**src/rtl/blood_abnormality_monitor_pkg.sv**
```systemverilog
// Shared definitions for the blood abnormality monitor: FSM state codes and default parameters.
// Latency: n/a (constants only).
// Backpressure: n/a.
package blood_abnormality_monitor_pkg;

   // monState encoding; bit 1 set means the debounced alarm is active
   localparam logic [1:0] MON_NORMAL  = 2'd0;
   localparam logic [1:0] MON_SUSPECT = 2'd1;
   localparam logic [1:0] MON_ALARM   = 2'd2;
   localparam logic [1:0] MON_RECOVER = 2'd3;

   localparam int DEF_ASSERT_N = 3;
   localparam int DEF_CLEAR_M  = 2;
   localparam int DEF_RUN_W    = 4;
   localparam int DEF_CNT_W    = 8;

endpackage

```
**src/rtl/blood_abnormality_monitor_sat_counter.sv**
```systemverilog
// Saturating up-counter: increments by one when i_en is high, sticks at all-ones.
// Latency: 1 cycle from i_en to updated o_count.
// Backpressure: none; every enable is counted until saturation.
module sat_counter #(
   parameter int W = 8
) (
   input  logic         clk,
   input  logic         rst,
   input  logic         i_en,
   output logic [W-1:0] o_count
);

   localparam logic [W-1:0] MAX_VAL = {W{1'b1}};
   localparam logic [W-1:0] ONE     = {{(W-1){1'b0}}, 1'b1};

   logic [W-1:0] r_count;

   // count enabled events, holding at MAX_VAL instead of wrapping
   always_ff @(posedge clk) begin
      if (rst) begin
         r_count <= '0;
      end else if (i_en && (r_count != MAX_VAL)) begin
         r_count <= r_count + ONE;
      end
   end

   assign o_count = r_count;

endmodule

```
**src/rtl/blood_abnormality_monitor.sv**
```systemverilog
// Debounces the detector's abnormality flag into an alarm level, plus sticky latch and episode count.
// Latency: 1 cycle; a sample accepted at edge t is reflected on all outputs right after that edge.
// Backpressure: none; every sampleValid pulse is consumed, back-to-back included.
module blood_abnormality_monitor
   import blood_abnormality_monitor_pkg::*;
#(
   parameter int ASSERT_N = DEF_ASSERT_N,
   parameter int CLEAR_M  = DEF_CLEAR_M,
   parameter int RUN_W    = DEF_RUN_W,
   parameter int CNT_W    = DEF_CNT_W
) (
   input  logic             clk,
   input  logic             rst,
   input  logic             sampleValid,
   input  logic             bloodAbnormality,
   input  logic             alarmAck,
   output logic             alarm,
   output logic             alarmLatched,
   output logic [CNT_W-1:0] episodeCount,
   output logic [1:0]       monState
);

   localparam logic [RUN_W-1:0] RUN_ONE    = {{(RUN_W-1){1'b0}}, 1'b1};
   localparam logic [RUN_W-1:0] ASSERT_RUN = RUN_W'(ASSERT_N);
   localparam logic [RUN_W-1:0] CLEAR_RUN  = RUN_W'(CLEAR_M);

   logic [1:0]       r_state;
   logic [RUN_W-1:0] r_run;
   logic             r_latched;

   logic [1:0]       w_state_nxt;
   logic [RUN_W-1:0] w_run_nxt;
   logic [RUN_W-1:0] w_run_inc;
   logic             w_episode_start;

   assign w_run_inc = r_run + RUN_ONE;

   // next-state and run-length decode for one valid sample
   always_comb begin
      w_state_nxt = r_state;
      w_run_nxt   = r_run;
      case (r_state)
         MON_NORMAL: begin
            if (bloodAbnormality) begin
               w_run_nxt   = RUN_ONE;
               w_state_nxt = (ASSERT_N == 1) ? MON_ALARM : MON_SUSPECT;
            end else begin
               w_run_nxt   = '0;
            end
         end
         MON_SUSPECT: begin
            if (bloodAbnormality) begin
               w_run_nxt   = w_run_inc;
               w_state_nxt = (w_run_inc == ASSERT_RUN) ? MON_ALARM : MON_SUSPECT;
            end else begin
               w_run_nxt   = '0;
               w_state_nxt = MON_NORMAL;
            end
         end
         MON_ALARM: begin
            if (bloodAbnormality) begin
               w_run_nxt   = '0;
            end else begin
               w_run_nxt   = RUN_ONE;
               w_state_nxt = (CLEAR_M == 1) ? MON_NORMAL : MON_RECOVER;
            end
         end
         default: begin
            // MON_RECOVER: a relapse goes straight back to ALARM without a new episode
            if (bloodAbnormality) begin
               w_run_nxt   = '0;
               w_state_nxt = MON_ALARM;
            end else begin
               w_run_nxt   = w_run_inc;
               w_state_nxt = (w_run_inc == CLEAR_RUN) ? MON_NORMAL : MON_RECOVER;
            end
         end
      endcase
   end

   // an episode starts only when ALARM is entered from a non-alarm state
   assign w_episode_start = sampleValid && (w_state_nxt == MON_ALARM) &&
                            ((r_state == MON_NORMAL) || (r_state == MON_SUSPECT));

   // FSM state and run-length register, advanced only on valid samples
   always_ff @(posedge clk) begin
      if (rst) begin
         r_state <= MON_NORMAL;
         r_run   <= '0;
      end else if (sampleValid) begin
         r_state <= w_state_nxt;
         r_run   <= w_run_nxt;
      end
   end

   // sticky alarm latch; a new episode beats a simultaneous acknowledge
   always_ff @(posedge clk) begin
      if (rst) begin
         r_latched <= 1'b0;
      end else if (w_episode_start) begin
         r_latched <= 1'b1;
      end else if (alarmAck) begin
         r_latched <= 1'b0;
      end
   end

   sat_counter #(
      .W (CNT_W)
   ) u_episode_cnt (
      .clk     (clk),
      .rst     (rst),
      .i_en    (w_episode_start),
      .o_count (episodeCount)
   );

   assign alarm        = r_state[1];
   assign alarmLatched = r_latched;
   assign monState     = r_state;

endmodule

```
**config.mk**
```make
export PLATFORM = sky130hd
export DESIGN_NAME = blood_abnormality_monitor
export DESIGN_NICKNAME = d
export VERILOG_FILES = /design/src/rtl/blood_abnormality_monitor_pkg.sv /design/src/rtl/blood_abnormality_monitor_sat_counter.sv /design/src/rtl/blood_abnormality_monitor.sv
export SDC_FILE = /design/constraint.sdc
export NUM_CORES = 1
export LEC_CHECK = 0
export ABC_AREA = 1
export ABC_CLOCK_PERIOD_IN_PS = 1600
export BUFFER_PORTS_ARGS = -buffer_cell sky130_fd_sc_hd__buf_4
export CORE_UTILIZATION = 48
export CTS_CLUSTER_DIAMETER = 200
export DETAILED_ROUTE_END_ITERATION = 6
export PLACE_DENSITY = 0.82
export SLEW_MARGIN = 20
export SYNTH_ARGS = -nofsm -noshare
export SYNTH_HDL_FRONTEND = slang
export SYNTH_SLANG_ARGS = --single-unit
```
**constraint.sdc**
```tcl
create_clock -name clk -period 1.6 [get_ports clk]
set_clock_uncertainty 0.15 [all_clocks]
set_input_delay 0.32 -clock clk [delete_from_list [all_inputs] [get_ports clk]]
set_output_delay 0.32 -clock clk [all_outputs]
set_load 0.1 [all_outputs]
```
### Yosys cells after proc, flatten, opt, wreduce, memory -nomap -nowiden

Cells that the tools add are included.

* word-level logic and storage cells: 32
* register bits after elaboration: 15
* input port bits: 5
* output and inout bits: 12

* add/subtract/negate cells: 2
* muxes and demuxes: 14
* reduce and logical (&&, ||, !) cells: 6
* equal/unequal tests: 6

Operators with widths (number)
* $mux W2: 6
* $pmux W4 S3: 1
* $add A8 B1 Y8 const B: 1
* $eq A4 B2 Y1 const B: 2
* $mux W4: 2
* $ne A8 B8 Y1 const B: 1
* $pmux W2 S3: 1
* $add A4 B1 Y4 const B: 1
* $eq A2 B2 Y1 const B: 2
* $mux W1: 4
* $logic_and A1 B1 Y1: 3
* $eq A2 B1 Y1 const B: 1
* $logic_not A2 Y1: 1
* $reduce_bool A2 Y1: 1
* $logic_or A1 B1 Y1: 1

### Depth between registers and ports, before layout

Gate-level depths: netlist (run 1).

* word-level depth: 9
* gate-level depth with buffers: 9
* depth with buffers taken out: 9

### Modules after synthesis

Synthesis (run 1) repeated with hierarchy kept, for this count alone.

* cells, all modules: 140
* area total of the unflattened synthesis: 925.9 um^2

By module, submodules not included
* sat_counter: area an instance 484.2 um^2, instances 1, cells an instance 77
* blood_abnormality_monitor: area an instance 441.7 um^2, instances 1, cells an instance 63

### Least setup slack after synthesis (run 1)

Ideal clock, no wire load.

* path kind: register -> register
* start: register u_episode_cnt.r_count[0], in the netlist u_episode_cnt.o_count[0]
* end: register u_episode_cnt.r_count[5], in the netlist u_episode_cnt.o_count[5]
* data arrival time: 2.132 ns
* cell stages (with the launch flop): 8
* buffers on the path: 0
* clock period less this slack: 2.352 ns
* slack: -0.752 ns
* library setup time: 0.070 ns
* path through: dfxtp_1 > ha_1 > nand2_2 > nor3b_4 > nand2_4 > nand4_4 > nand2_1 > a21oi_1

* longest elaborated chain between the ends: 2

RTL lines
* start, declared: RTL line blood_abnormality_monitor_sat_counter.sv:16 `logic [W-1:0] r_count;`
* start signal, assigned: RTL line blood_abnormality_monitor_sat_counter.sv:23 `r_count <= r_count + ONE;`
* branches (longest 2 deep; another with $add A8 B1 Y8)

Several ways; the timed one is not identified.
A chain may end at the register's enable or synchronous reset.

### Worst setup path after layout (run 1)

* start: register r_run[1]
* end: register u_episode_cnt.r_count[0], in the netlist u_episode_cnt.o_count[0]

* longest elaborated chain between the ends: 9

RTL lines
* start, declared: RTL line blood_abnormality_monitor.sv:28 `logic [RUN_W-1:0] r_run;`
* start signal, assigned: RTL line blood_abnormality_monitor.sv:92 `r_run <= w_run_nxt;`
* $add A4 B1 Y4 (*): RTL line blood_abnormality_monitor.sv:36 `assign w_run_inc = r_run + RUN_ONE;`
* $eq A4 B2 Y1 (on tied branches): RTL line blood_abnormality_monitor.sv:75, blood_abnormality_monitor.sv:54
* $mux W2 (on tied branches): RTL line blood_abnormality_monitor.sv:75, blood_abnormality_monitor.sv:54
* $mux W2 (on tied branches): RTL line blood_abnormality_monitor.sv:70, blood_abnormality_monitor.sv:52
* $pmux W2 S3 (*): RTL line blood_abnormality_monitor.sv:42 `case (r_state)`
* $eq A2 B2 Y1 (*): RTL line blood_abnormality_monitor.sv:82 `assign w_episode_start = sampleValid && (w_state_nxt == MON_ALARM) &&`
* $logic_and A1 B1 Y1 (*) (2 in a row): RTL line blood_abnormality_monitor.sv:82
* $logic_and A1 B1 Y1 (*): RTL line blood_abnormality_monitor_sat_counter.sv:22 `end else if (i_en && (r_count != MAX_VAL)) begin`

Every way passes the cells marked *; elsewhere a longest branch is shown, timed or not.

==> results_tabular.tex, run 1 <==
\begin{tabular}{lr}
\hline
Metric & Value \\
\hline
\multicolumn{2}{l}{\textbf{Run status}} \\
Outcome & finished with violations \\
Violations in the final reports & negative setup slack \\
\multicolumn{2}{l}{\textbf{Placed design}} \\
I/O Buffers & 16 \\
Placed Instances & 169 \\
Worst setup slack after placement & -0.0431 ns \\
Placed wire-length estimate after detailed placement & 1500 um \\
Final Wtd Congestion & 0.849 \\
Post-DP Area & 1110 sq um \\
\multicolumn{2}{l}{\textbf{Die}} \\
Die width & 45.1 um \\
DIE AREA & 2030 sq um \\
Row count & 15 \\
Die span in y & 45.1 um \\
Initial core utilization & 0.517 \\
I/O pin cnt & 17 \\
Floorplan core area & 1730 sq um \\
\multicolumn{2}{l}{\textbf{Power}} \\
Worst-case vdd ir drop & 0.402 mV \\
Power per Cell Area & 545 nW/um\^{}2 \\
Static leakage & 0.513 nW \\
Design Power & 681 uW \\
\multicolumn{2}{l}{\textbf{Clock tree}} \\
Clock buffer count from CTS & 3 \\
Clk Tree Root Cell & clkbuf\_4 \\
Clock input transition at the sequential cells of the worst setup and hold paths & 0.10 ns \\
CTS Buffer Depth & 2 \\
CTS sink cnt & 15 \\
Worst skew pair latency & 0.30 ns \\
CTS HTree Levels & 1 \\
CTS tree & built \\
\multicolumn{2}{l}{\textbf{Worst setup path}} \\
Critical path capture point type & flip-flop \\
Critical path class & flip-flop to flip-flop \\
Critical path peak fanout & 6 \\
Req. time, crit path & 1.68 ns \\
Startpoint kind of the worst setup timing path & flip-flop \\
R2R Setup Slk & -0.09 ns \\
WP data arrival & 1.77 ns \\
\multicolumn{2}{l}{\textbf{Hold path}} \\
HP Class & primary input to flip-flop \\
\multicolumn{2}{l}{\textbf{Final layout}} \\
Storage cell area & 333 sq um \\
Filler Cells Inserted & 146 \\
Count of inserted antenna diode cells & 0 \\
Growth of design area from synthesis to finish & 40.3\% \\
Area of the multi-input gates & 612 sq um \\
Final std cell area, no fill & 1250 sq um \\
Non-Filler Instances & 177 \\
Share of final-layout standard cells stronger than drive strength 1 & 0.441 \\
Core occupancy in the finished layout & 0.725 \\
Layout Nets & 162 \\
\multicolumn{2}{l}{\textbf{STA}} \\
Endpoints failing setup & 10 \\
Worst setup slack after layout & -0.0893 ns \\
Final cycle utilization of the critical path & 1.06 \\
Hold slack & 0.117 ns \\
Final Hold Vio Count & 0 \\
Setup TNS & -0.537 ns \\
Shortest period the worst path allows & 1.69 ns \\
Worst max-slew margin expressed relative to the limit & 0.681 \\
Final slew viol count & 0 \\
Unrepaired setup endpoints after global routing & yes \\
Worst Tran Pin Value & 0.475 ns \\
Peak clock frequency supported by timing & 592 MHz \\
\multicolumn{2}{l}{\textbf{Global route}} \\
Maximum number of pins on one net before global-route repair & 16 \\
Number of antenna violations at the first check in global routing & 0 \\
Global router's overall resource usage & 0.243 \\
Number of global-route vias before repair & 841 \\
First-pass GRT wire length & 3580 um \\
Sum of overflow across all layers after global routing & 0 \\
\multicolumn{2}{l}{\textbf{Drt}} \\
Sum of routed wire length over all layers & 2440 um \\
Number of vias per cell after detailed routing & 5.36 \\
ANT nets after route & 0 \\
Number of DRC violations after detailed-routing iteration 0 & 27 \\
Number of remaining DRC errors & 0 \\
Via count & 949 \\
TritonRoute pass-1 iters & 4 \\
Detailed-route wire length per cell & 13.8 um \\
\multicolumn{2}{l}{\textbf{Synth}} \\
Post-synthesis instance area & 892 sq um \\
Number of storage elements in the synthesis netlist & 15 \\
Mean cell area of the mapped netlist & 7.14 sq um \\
Synth warnings & 0 \\
Count of distinct cell types in the synthesized netlist & 23 \\
Top cells by area, synth & dfxtp\_1 (34\%), nand2\_1 (12\%), a21oi\_1 (8.4\%) \\
Sequential fraction of the synthesis area & 0.337 \\
Net count of the mapped netlist & 134 \\
Dominant cell type by area after synthesis & dfxtp\_1 \\
Share of Yosys cell area claimed by the top area cell type & 0.337 \\
Number of standard cells after synthesis & 125 \\
\multicolumn{2}{l}{\textbf{Run}} \\
Maximum Capacitance Violations & 0 \\
\hline
\end{tabular}
[state kept, by name, summed over array words and instances, names as in the netlist]
signal                 count
alarmLatched               1
monState                   2
u_episode_cnt.o_count      8
r_run                      4
[synth_stat cells]
cell type / n
o21ai_1: 3
nor3b_4: 1
nand3_1: 15
nand4_1: 4
dfxtp_1: 15
clkinv_1: 1
nand2_1: 28
nor2_4: 1
inv_1: 15
nand4_4: 1
xor2_1: 5
a21oi_1: 15
buf_4: 1
nor2_1: 6
o31ai_1: 1
nor3_1: 2
nand2_2: 1
clkbuf_1: 1
nand2_4: 1
inv_2: 2
ha_1: 4
nor2_2: 1
xnor2_1: 1
[final timing paths]
| check | startpoint | to | depth (start not counted) |
|---|---|---|---|
| max | r_run[1]$_SDFFE_PP0P_ | u_episode_cnt.o_count[0]$_SDFFE_PP0P_ | 7 |
| max reg2reg | r_run[1]$_SDFFE_PP0P_ | u_episode_cnt.o_count[0]$_SDFFE_PP0P_ | 7 |
| min reg2reg | alarmLatched$_SDFFE_PP0P_ | alarmLatched$_SDFFE_PP0P_ | 2 |
| min | alarmAck | alarmLatched$_SDFFE_PP0P_ | 4 |
[routing by layer]
| metal | GRT usage | vias up | part of all wire |
|---|---|---|---|
| met1 | 0.286 | 449 | 0.40 |
| met2 | 0.438 | 24 | 0.54 |
| met4 | 0.109 | 0 | 0.020 |
| li1 | - | 469 | - |
| met5 | 0 | - | 0 |
| met3 | 0.0240 | 7 | 0.031 |
[critical path: stages, from the launching register on]
cell     delay, ns
dfxtp_2       0.37
buf_4         0.15
nand4_1       0.14
nand2_1       0.10
nand4_1       0.22
nor2_4        0.26
nand3_2       0.10
a21oi_1       0.13
[layout by cell type, fill, tap and decap left out, types with 2 or more instances in the layout]
master,instances
nand2_1,26
buf_4,24
inv_1,14
a21oi_1,11
nand3_2,8
nand3_1,7
dfxtp_4,7
nor2_1,5
xor2_1,5
dfxtp_2,5
nand4_1,4
a21oi_2,4
inv_2,3
nand2_2,3
o21ai_1,3
dfxtp_1,3
clkbuf_4,3
nor3_1,2
nor2_2,2
nor2_4,2
ha_1,2
ha_4,2
[area by class of cell]
| cell class | count | area share |
|---|---|---|
| clock buffers | 3 | 0.0180 |
| clock inverters | 1 | 0.00400 |
| inverters | 18 | 0.0540 |
| multi-input cells | 91 | 0.489 |
| flip-flops and latches | 15 | 0.266 |
| well taps | 25 | 0.0250 |
| repair buffers | 24 | 0.144 |
[power breakdown]
group / leakage (nW) / internal, mW / switching, mW / total, mW
clock network: 0.0177 / 0.0933 / 0.146 / 0.239
logic: 0.366 / 0.0225 / 0.0490 / 0.0714
registers: 0.129 / 0.367 / 0.00388 / 0.371
total: 0.513 / 0.483 / 0.199 / 0.681
[cells by family after synthesis]
group / synth area share
simple gates: 0.351
compound gates: 0.109
fa+ha+maj: 0.0561
flops: 0.337
xor+xnor: 0.0589
buf+inv: 0.0884
[what timing repair did]
item,4_1_cts,5_1_grt
resized for setup,4,18
setup buffers,0,3
pin swaps,15,8
gates cloned,1,0
endpoints found under the setup margin,8,11
hold buffers,0,0
hold endpoints to repair,0,0
No activity file was read; power rests on OpenSTA's default activity.
==> run 2, diff against run 1 <==
--- a/config.mk
+++ b/config.mk
@@ -15,4 +15,5 @@
 export SLEW_MARGIN = 20
 export SYNTH_ARGS = -nofsm -noshare
 export SYNTH_HDL_FRONTEND = slang
+export SYNTH_HIERARCHICAL = 1
 export SYNTH_SLANG_ARGS = --single-unit
==> run 2 against run 1 <==
- the run still ends with negative setup slack left
- global-route usage rose by 0.69 points
- total power rose by 0.10%
- combinational power increased by 8.4%
- synthesized cell count grew 12%
- sequential power about the same
- die area is 3.6% higher
- first-iteration DRC count up 44%
- synthesized area rose by 3.8%
- cell count up 14%
- cell area up 6.4%
- wire length fell by 2.6%
- largest power group unchanged
==> results_tabular.tex, run 2 <==
\begin{tabular}{lr}
\hline
Metric & Value \\
\hline
\multicolumn{2}{l}{\textbf{Global route}} \\
Global router's overall resource usage & 0.249 (+0.00689) \\
Maximum number of pins on one net before global-route repair & 12 (-4) \\
Sum of overflow across all layers after global routing & 0 (unchanged) \\
Number of global-route vias before repair & 936 (+11\%) \\
First-pass GRT wire length & 3810 um (+6.3\%) \\
Number of antenna violations at the first check in global routing & 0 (unchanged) \\
\multicolumn{2}{l}{\textbf{Die}} \\
Row count & 15 (unchanged) \\
Die span in y & 45.9 um (+1.8\%) \\
DIE AREA & 2110 sq um (+3.6\%) \\
I/O pin cnt & 17 (unchanged) \\
Initial core utilization & 0.525 (+0.00816) \\
Floorplan core area & 1760 sq um (+2.2\%) \\
Die width & 45.9 um (+1.8\%) \\
\multicolumn{2}{l}{\textbf{Clock tree}} \\
CTS tree & built \\
CTS sink cnt & 15 (unchanged) \\
Clock buffer count from CTS & 3 (unchanged) \\
Clk Tree Root Cell & clkbuf\_4 \\
CTS Buffer Depth & 2 (unchanged) \\
Clock input transition at the sequential cells of the worst setup and hold paths & 0.09 ns (about the same) \\
Worst skew pair latency & 0.30 ns (about the same) \\
CTS HTree Levels & 1 (unchanged) \\
\multicolumn{2}{l}{\textbf{Drt}} \\
Number of vias per cell after detailed routing & 5.12 (-4.4\%) \\
Detailed-route wire length per cell & 11.8 um (-14\%) \\
Sum of routed wire length over all layers & 2380 um (-2.6\%) \\
Number of remaining DRC errors & 0 (unchanged) \\
Number of DRC violations after detailed-routing iteration 0 & 39 (+44\%) \\
Via count & 1030 (+8.5\%) \\
ANT nets after route & 0 (unchanged) \\
TritonRoute pass-1 iters & 4 (unchanged) \\
\multicolumn{2}{l}{\textbf{STA}} \\
Unrepaired setup endpoints after global routing & yes \\
Peak clock frequency supported by timing & 512 MHz (-14\%) \\
Endpoints failing setup & 8 (-2) \\
Hold slack & 0.0945 ns (-0.0225 ns) \\
Final slew viol count & 0 (unchanged) \\
Shortest period the worst path allows & 1.95 ns (+0.264 ns) \\
Final Hold Vio Count & 0 (unchanged) \\
Final cycle utilization of the critical path & 1.22 (+0.165) \\
Worst setup slack after layout & -0.354 ns (-0.264 ns) \\
Worst max-slew margin expressed relative to the limit & 0.814 (+0.133) \\
Worst Tran Pin Value & 0.281 ns (-0.194 ns) \\
\multicolumn{2}{l}{\textbf{Synth}} \\
Mean cell area of the mapped netlist & 6.61 sq um (-7.3\%) \\
Dominant cell type by area after synthesis & dfxtp\_1 \\
Most frequent cell after synthesis & nand2\_1 \\
Predominant post-synthesis flop cell & dfxtp\_1 \\
Number of storage elements in the synthesis netlist & 15 (unchanged) \\
Number of flops mapped to enable cells by yosys & 0 (unchanged) \\
Share of async-settable or async-resettable flops after synthesis & 0 (unchanged) \\
Synth warnings & 6 (+6) \\
Post-synthesis instance area & 926 sq um (+3.8\%) \\
Share of Yosys cell area claimed by the top area cell type & 0.324 (-0.0123) \\
Sequential fraction of the synthesis area & 0.324 (-0.0123) \\
Net count of the mapped netlist & 149 (+11\%) \\
Count of distinct cell types in the synthesized netlist & 22 (-4.3\%) \\
Number of standard cells after synthesis & 140 (+12\%) \\
Top cells by count, synth & nand2\_1 (36), inv\_1 (20), nor2\_1 (18), dfxtp\_1 (15), a21oi\_1 (13) \\
Top cells by area, synth & dfxtp\_1 (32\%), nand2\_1 (15\%), inv\_1 (8.1\%) \\
\multicolumn{2}{l}{\textbf{Placed design}} \\
I/O Buffers & 16 (unchanged) \\
Final Wtd Congestion & 0.834 (-1.8\%) \\
Placed Instances & 194 (+15\%) \\
Placed wire-length estimate after detailed placement & 1650 um (+10\%) \\
\multicolumn{2}{l}{\textbf{Final layout}} \\
Flip-flop count of the largest register after layout & 8 (unchanged) \\
Commonest non-fill, non-tap cell in the layout & nand2\_1 \\
Count of inserted antenna diode cells & 0 (unchanged) \\
Growth of design area from synthesis to finish & 43.8\% \\
Commonest cells after routing, fill and taps aside & nand2\_1 (34), buf\_4 (32), inv\_1 (17) \\
Non-Filler Instances & 201 (+14\%) \\
Layout Nets & 186 (+15\%) \\
Share of final-layout standard cells stronger than drive strength 1 & 0.443 (+0.00239) \\
Core occupancy in the finished layout & 0.755 (+0.0300) \\
\multicolumn{2}{l}{\textbf{Power}} \\
Power per Cell Area & 512 nW/um\^{}2 (-5.9\%) \\
Worst-case vdd ir drop & 0.478 mV (+19\%) \\
Static leakage & 0.604 nW (+18\%) \\
\multicolumn{2}{l}{\textbf{Worst setup path}} \\
Startpoint kind of the worst setup timing path & flip-flop \\
Critical path capture point type & flip-flop \\
Req. time, crit path & 1.70 ns (+0.02 ns) \\
WP data arrival & 2.05 ns (+0.28 ns) \\
Critical path peak fanout & 8 (+2) \\
Critical path class & flip-flop to flip-flop \\
\multicolumn{2}{l}{\textbf{Hold path}} \\
HP Class & primary input to flip-flop \\
\multicolumn{2}{l}{\textbf{Run status}} \\
Violations in the final reports & negative setup slack \\
Outcome & finished with violations \\
\multicolumn{2}{l}{\textbf{Run}} \\
Maximum Capacitance Violations & 0 (unchanged) \\
\hline
\end{tabular}
run 2: worst paths after layout:
kind / start / end / slack (ns) / depth (start not counted)
min: rst / monState[1]$_SDFFE_PP0P_ / 0.09 / 2
min reg2reg: u_episode_cnt/o_count[6]$_SDFFE_PP0P_ / u_episode_cnt/o_count[6]$_SDFFE_PP0P_ / 0.32 / 2
max: r_run[0]$_SDFFE_PP0P_ / u_episode_cnt/o_count[2]$_SDFFE_PP0P_ / -0.35 / 11
max reg2reg: r_run[0]$_SDFFE_PP0P_ / u_episode_cnt/o_count[2]$_SDFFE_PP0P_ / -0.35 / 11
run 2: cell families after synthesis:
logic type      count (synthesis)  synth area share
flops                          15             0.324
simple gates                   78             0.388
fa+ha+maj                       4            0.0541
compound gates                 16            0.0892
buf+inv                        25             0.118
xor+xnor                        2            0.0270
run 2: cell type report:
cell class / instances / area [sq um]
clock buffer: 3 / 22.5
clock inverter: 1 / 5.00
fill: 140 / 433
inverter: 22 / 82.6
multi-input combinational: 100 / 586
sequential: 15 / 330
tap: 25 / 31.3
timing repair buffer: 35 / 274
run 2: what timing repair did:
action | 4_1_cts | 5_1_grt
pin swaps | 4 | 14
hold buffers | 0 | 0
resized for setup | 3 | 14
setup endpoints to repair | 8 | 11
setup buffers | 4 | 4
run 2: through the flow:
| step | total power [mW] | instance area, sq um | setup TNS (ns) | setup WS [ns] |
|---|---|---|---|---|
| 2_1_floorplan | 0.423 | 988 | -1.03 | -0.211 |
| 3_3_place_gp | 0.455 | 1230 | -1.41 | -0.219 |
| 3_5_place_dp | 0.457 | 1230 | -2.35 | -0.332 |
| 4_1_cts | 0.680 | 1290 | -1.81 | -0.216 |
| 5_1_grt | 0.715 | 1330 | -3.08 | -0.423 |
| 6_report | 0.682 | 1330 | -2.37 | -0.354 |
run 2: routing by layer:
metal / vias up / global-route usage / share of wire
met3: 5 / 0.0595 / 0.059
met1: 465 / 0.303 / 0.42
li1: 511 / - / -
met4: 0 / 0.112 / 0.018
met5: - / 0 / 0
met2: 49 / 0.411 / 0.51
run 2: power by group:
part	internal [mW]	switching, mW	total [mW]
Clock	0.0934	0.137	0.231
Sequential	0.369	0.00494	0.374
Combinational	0.0294	0.0480	0.0774
Total	0.492	0.190	0.682
run 2: critical path, stage by stage (launching register included):
cell and delay (ns):
dfxtp_4 0.38, ha_4 0.18, xnor2_4 0.18, nand3_2 0.11, nor2_1 0.10, nand4_1 0.14, inv_2 0.17, buf_6 0.13
a21oi_2 0.04, nor2_1 0.13, o21ai_1 0.12, inv_1 0.06
==> run 3, diff against run 2 <==
--- a/config.mk
+++ b/config.mk
@@ -8,10 +8,12 @@
 export ABC_AREA = 1
 export ABC_CLOCK_PERIOD_IN_PS = 1600
 export BUFFER_PORTS_ARGS = -buffer_cell sky130_fd_sc_hd__buf_4
+export CORE_MARGIN = 3
 export CORE_UTILIZATION = 48
 export CTS_CLUSTER_DIAMETER = 200
 export DETAILED_ROUTE_END_ITERATION = 6
 export PLACE_DENSITY = 0.82
+export SKIP_CTS_REPAIR_TIMING = 1
 export SLEW_MARGIN = 20
 export SYNTH_ARGS = -nofsm -noshare
 export SYNTH_HDL_FRONTEND = slang
==> run 3 against run 2 <==
- the flow still finishes with violations (negative setup slack)
- clock power fell by 5%
- global-route usage fell by 5.9 points
- sequential power barely moved
- die area rose by 18%
- critical path depth did not move
- via count fell by 5.9%
- core utilization fell by 1.8 points
- maximum frequency rose by 8.2%
- flip-flop and latch count did not move
- non-clock buffer count fell by 2
- critical endpoint unchanged
- highest routed layer unchanged
==> results_tabular.tex, run 3 (synthesis results as in run 2) <==
\begin{tabular}{lr}
\hline
Metric & Value \\
\hline
\multicolumn{2}{l}{\textbf{Die}} \\
DIE AREA & 2490 sq um (+18\%) \\
Die width & 49.9 um (+8.7\%) \\
I/O pin cnt & 17 (unchanged) \\
Initial core utilization & 0.519 (-0.00552) \\
Row count & 15 (unchanged) \\
Die span in y & 49.9 um (+8.7\%) \\
Floorplan core area & 1780 sq um (+1.1\%) \\
\multicolumn{2}{l}{\textbf{Placed design}} \\
Placed wire-length estimate after detailed placement & 1700 um (+3.1\%) \\
Final Wtd Congestion & 0.823 (-1.2\%) \\
I/O Buffers & 16 (unchanged) \\
Post-DP Area & 1220 sq um (-0.61\%) \\
\multicolumn{2}{l}{\textbf{STA}} \\
Setup TNS & -1.34 ns (+1.02 ns) \\
Final Hold Vio Count & 0 (unchanged) \\
Worst max-slew margin expressed relative to the limit & 0.814 (about the same) \\
Peak clock frequency supported by timing & 554 MHz (+8.2\%) \\
Hold slack & 0.117 ns (+0.0224 ns) \\
Unrepaired setup endpoints after global routing & yes \\
Worst Tran Pin Value & 0.282 ns (+0.000531 ns) \\
Worst setup slack after layout & -0.205 ns (+0.149 ns) \\
Final cycle utilization of the critical path & 1.13 (-0.0928) \\
Shortest period the worst path allows & 1.81 ns (-0.149 ns) \\
Endpoints failing setup & 8 (unchanged) \\
Final slew viol count & 0 (unchanged) \\
\multicolumn{2}{l}{\textbf{Drt}} \\
Via count & 969 (-5.9\%) \\
Number of remaining DRC errors & 0 (unchanged) \\
TritonRoute pass-1 iters & 4 (unchanged) \\
Sum of routed wire length over all layers & 2180 um (-8.4\%) \\
ANT nets after route & 0 (unchanged) \\
Number of vias per cell after detailed routing & 4.87 (-5.0\%) \\
Number of DRC violations after detailed-routing iteration 0 & 28 (-28\%) \\
Detailed-route wire length per cell & 10.9 um (-7.5\%) \\
\multicolumn{2}{l}{\textbf{Final layout}} \\
Growth of design area from synthesis to finish & 41.9\% \\
Core occupancy in the finished layout & 0.737 (-0.0178) \\
Filler Cells Inserted & 143 (+2.1\%) \\
Commonest non-fill, non-tap cell in the layout & nand2\_1 \\
Commonest cells after routing, fill and taps aside & nand2\_1 (34), buf\_4 (30), inv\_1 (17) \\
Count of inserted antenna diode cells & 0 (unchanged) \\
Flip-flop count of the largest register after layout & 8 (unchanged) \\
Layout Nets & 184 (-1.1\%) \\
Share of final-layout standard cells stronger than drive strength 1 & 0.431 (-0.0121) \\
Final std cell area, no fill & 1310 sq um (-1.3\%) \\
\multicolumn{2}{l}{\textbf{Power}} \\
Worst-case vdd ir drop & 0.477 mV (-0.20\%) \\
Power per Cell Area & 510 nW/um\^{}2 (-0.43\%) \\
Static leakage & 0.591 nW (-2.1\%) \\
Design Power & 670 uW (-1.7\%) \\
\multicolumn{2}{l}{\textbf{Worst setup path}} \\
CP peak stage delay & 0.38 ns (about the same) \\
Family of cells with the greatest summed delay on the critical path & simple AND/OR/NAND/NOR gates \\
R2R Setup Slk & -0.21 ns (+0.15 ns) \\
Req. time, crit path & 1.68 ns (-0.02 ns) \\
Cell-by-cell trace of the critical path & ha\_4, xnor2\_4, nand3\_2, nor2\_1, nand4\_1, inv\_2, buf\_6, a21oi\_2, nor2\_1, o21ai\_1, inv\_1 \\
Most common cell on crit path & nor2\_1 \\
Critical path class & flip-flop to flip-flop \\
Worst reg-to-reg path cell count & 11 (unchanged) \\
Launch instance of the worst register-to-register path & r\_run[0]\$\_SDFFE\_PP0P\_ \\
Startpoint kind of the worst setup timing path & flip-flop \\
Critical path peak fanout & 6 (-2) \\
Crit Reg-Reg Endpoint & u\_episode\_cnt/o\_count[2]\$\_SDFFE\_PP0P\_ \\
Buf+Inv Stages, Crit Path & 3 (unchanged) \\
Highest-delay cell along the critical path & dfxtp\_4 \\
Critical path capture point type & flip-flop \\
WP data arrival & 1.89 ns (-0.16 ns) \\
\multicolumn{2}{l}{\textbf{Hold path}} \\
Hold wc startpoint & rst \\
Capture endpoint of the worst hold path & r\_run[0]\$\_SDFFE\_PP0P\_ \\
HP Class & primary input to flip-flop \\
Number of instances on the worst hold path & 2 (unchanged) \\
\multicolumn{2}{l}{\textbf{Clock tree}} \\
CTS tree & built \\
CTS HTree Levels & 1 (unchanged) \\
Clock input transition at the sequential cells of the worst setup and hold paths & 0.10 ns (about the same) \\
Clk Tree Root Cell & clkbuf\_4 \\
CTS Buffer Depth & 2 (unchanged) \\
Clock buffer count from CTS & 3 (unchanged) \\
Worst skew pair latency & 0.28 ns (-0.02 ns) \\
CTS sink cnt & 15 (unchanged) \\
\multicolumn{2}{l}{\textbf{Run}} \\
Maximum Capacitance Violations & 0 (unchanged) \\
\multicolumn{2}{l}{\textbf{Global route}} \\
Number of global-route vias before repair & 891 (-4.8\%) \\
Number of antenna violations at the first check in global routing & 0 (unchanged) \\
First-pass GRT wire length & 3650 um (-4.1\%) \\
Sum of overflow across all layers after global routing & 0 (unchanged) \\
Global router's overall resource usage & 0.190 (-0.0592) \\
Maximum number of pins on one net before global-route repair & 12 (unchanged) \\
\multicolumn{2}{l}{\textbf{Run status}} \\
Violations in the final reports & negative setup slack \\
Outcome & finished with violations \\
\hline
\end{tabular}
==> run 3: changes by cell type in the layout (fill, tap and decap cells not counted), sizes merged <==
| cell | delta |
|---|---|
| buf | -2 |
==> run 3: worst register-to-register path: cells and delay by family, from the launching register on <==
kind                     cells  cell delay, ns
AO/OA/AOI/OAI                2            0.13
buffers and inverters        3            0.34
adder cells (fa/ha/maj)      1            0.18
flip-flops                   1            0.38
AND/OR/NAND/NOR              4            0.43
XOR/XNOR                     1            0.15
==> run 3: report_power, final <==
part	leakage (nW)	switching [mW]	internal (mW)
combinational	0.445	0.0477	0.0307
clock	0.0177	0.126	0.0927
sequential	0.129	0.00434	0.369
==> run 3: routing by layer <==
metal / wire, um / vias up / share of wire / track usage
li1: - / 506 / - / -
met2: 1040 / 29 / 0.48 / 0.326
met4: 33 / 0 / 0.015 / 0.0922
met3: 110 / 4 / 0.051 / 0.0302
met1: 990 / 430 / 0.45 / 0.228
met5: 0 / - / 0 / 0
==> run 3: cell type report <==
type	instances	area [sq um]	area share
clock inverters	1	5.00	0.00381
well taps	25	31.3	0.0238
inverters	22	82.6	0.0629
multi-input cells	100	583	0.444
repair buffers	33	259	0.197
clock buffers	3	22.5	0.0171
flip-flops and latches	15	330	0.251
==> run 3: per-stage QoR <==
stage	setup WS (ns)	instances
final	-0.205	199
after global placement	-0.189	193
after CTS	-0.277	197
after floorplan	-0.211	140
after global routing	-0.337	199
after detailed placement	-0.255	193
==> run 3: worst max-delay path by stage <==
stage                           from                                     to  slack [ns]  depth (start not counted)
6_report       r_run[0]$_SDFFE_PP0P_  u_episode_cnt/o_count[2]$_SDFFE_PP0P_       -0.21                         11
5_1_grt        r_run[0]$_SDFFE_PP0P_  u_episode_cnt/o_count[4]$_SDFFE_PP0P_       -0.34                         11
4_1_cts        r_run[1]$_SDFFE_PP0P_  u_episode_cnt/o_count[2]$_SDFFE_PP0P_       -0.28                         11
3_5_place_dp   r_run[1]$_SDFFE_PP0P_  u_episode_cnt/o_count[2]$_SDFFE_PP0P_       -0.26                         11
3_3_place_gp   r_run[1]$_SDFFE_PP0P_  u_episode_cnt/o_count[5]$_SDFFE_PP0P_       -0.19                         11
2_1_floorplan  r_run[1]$_SDFFE_PP0P_  u_episode_cnt/o_count[3]$_SDFFE_PP0P_       -0.21                         12
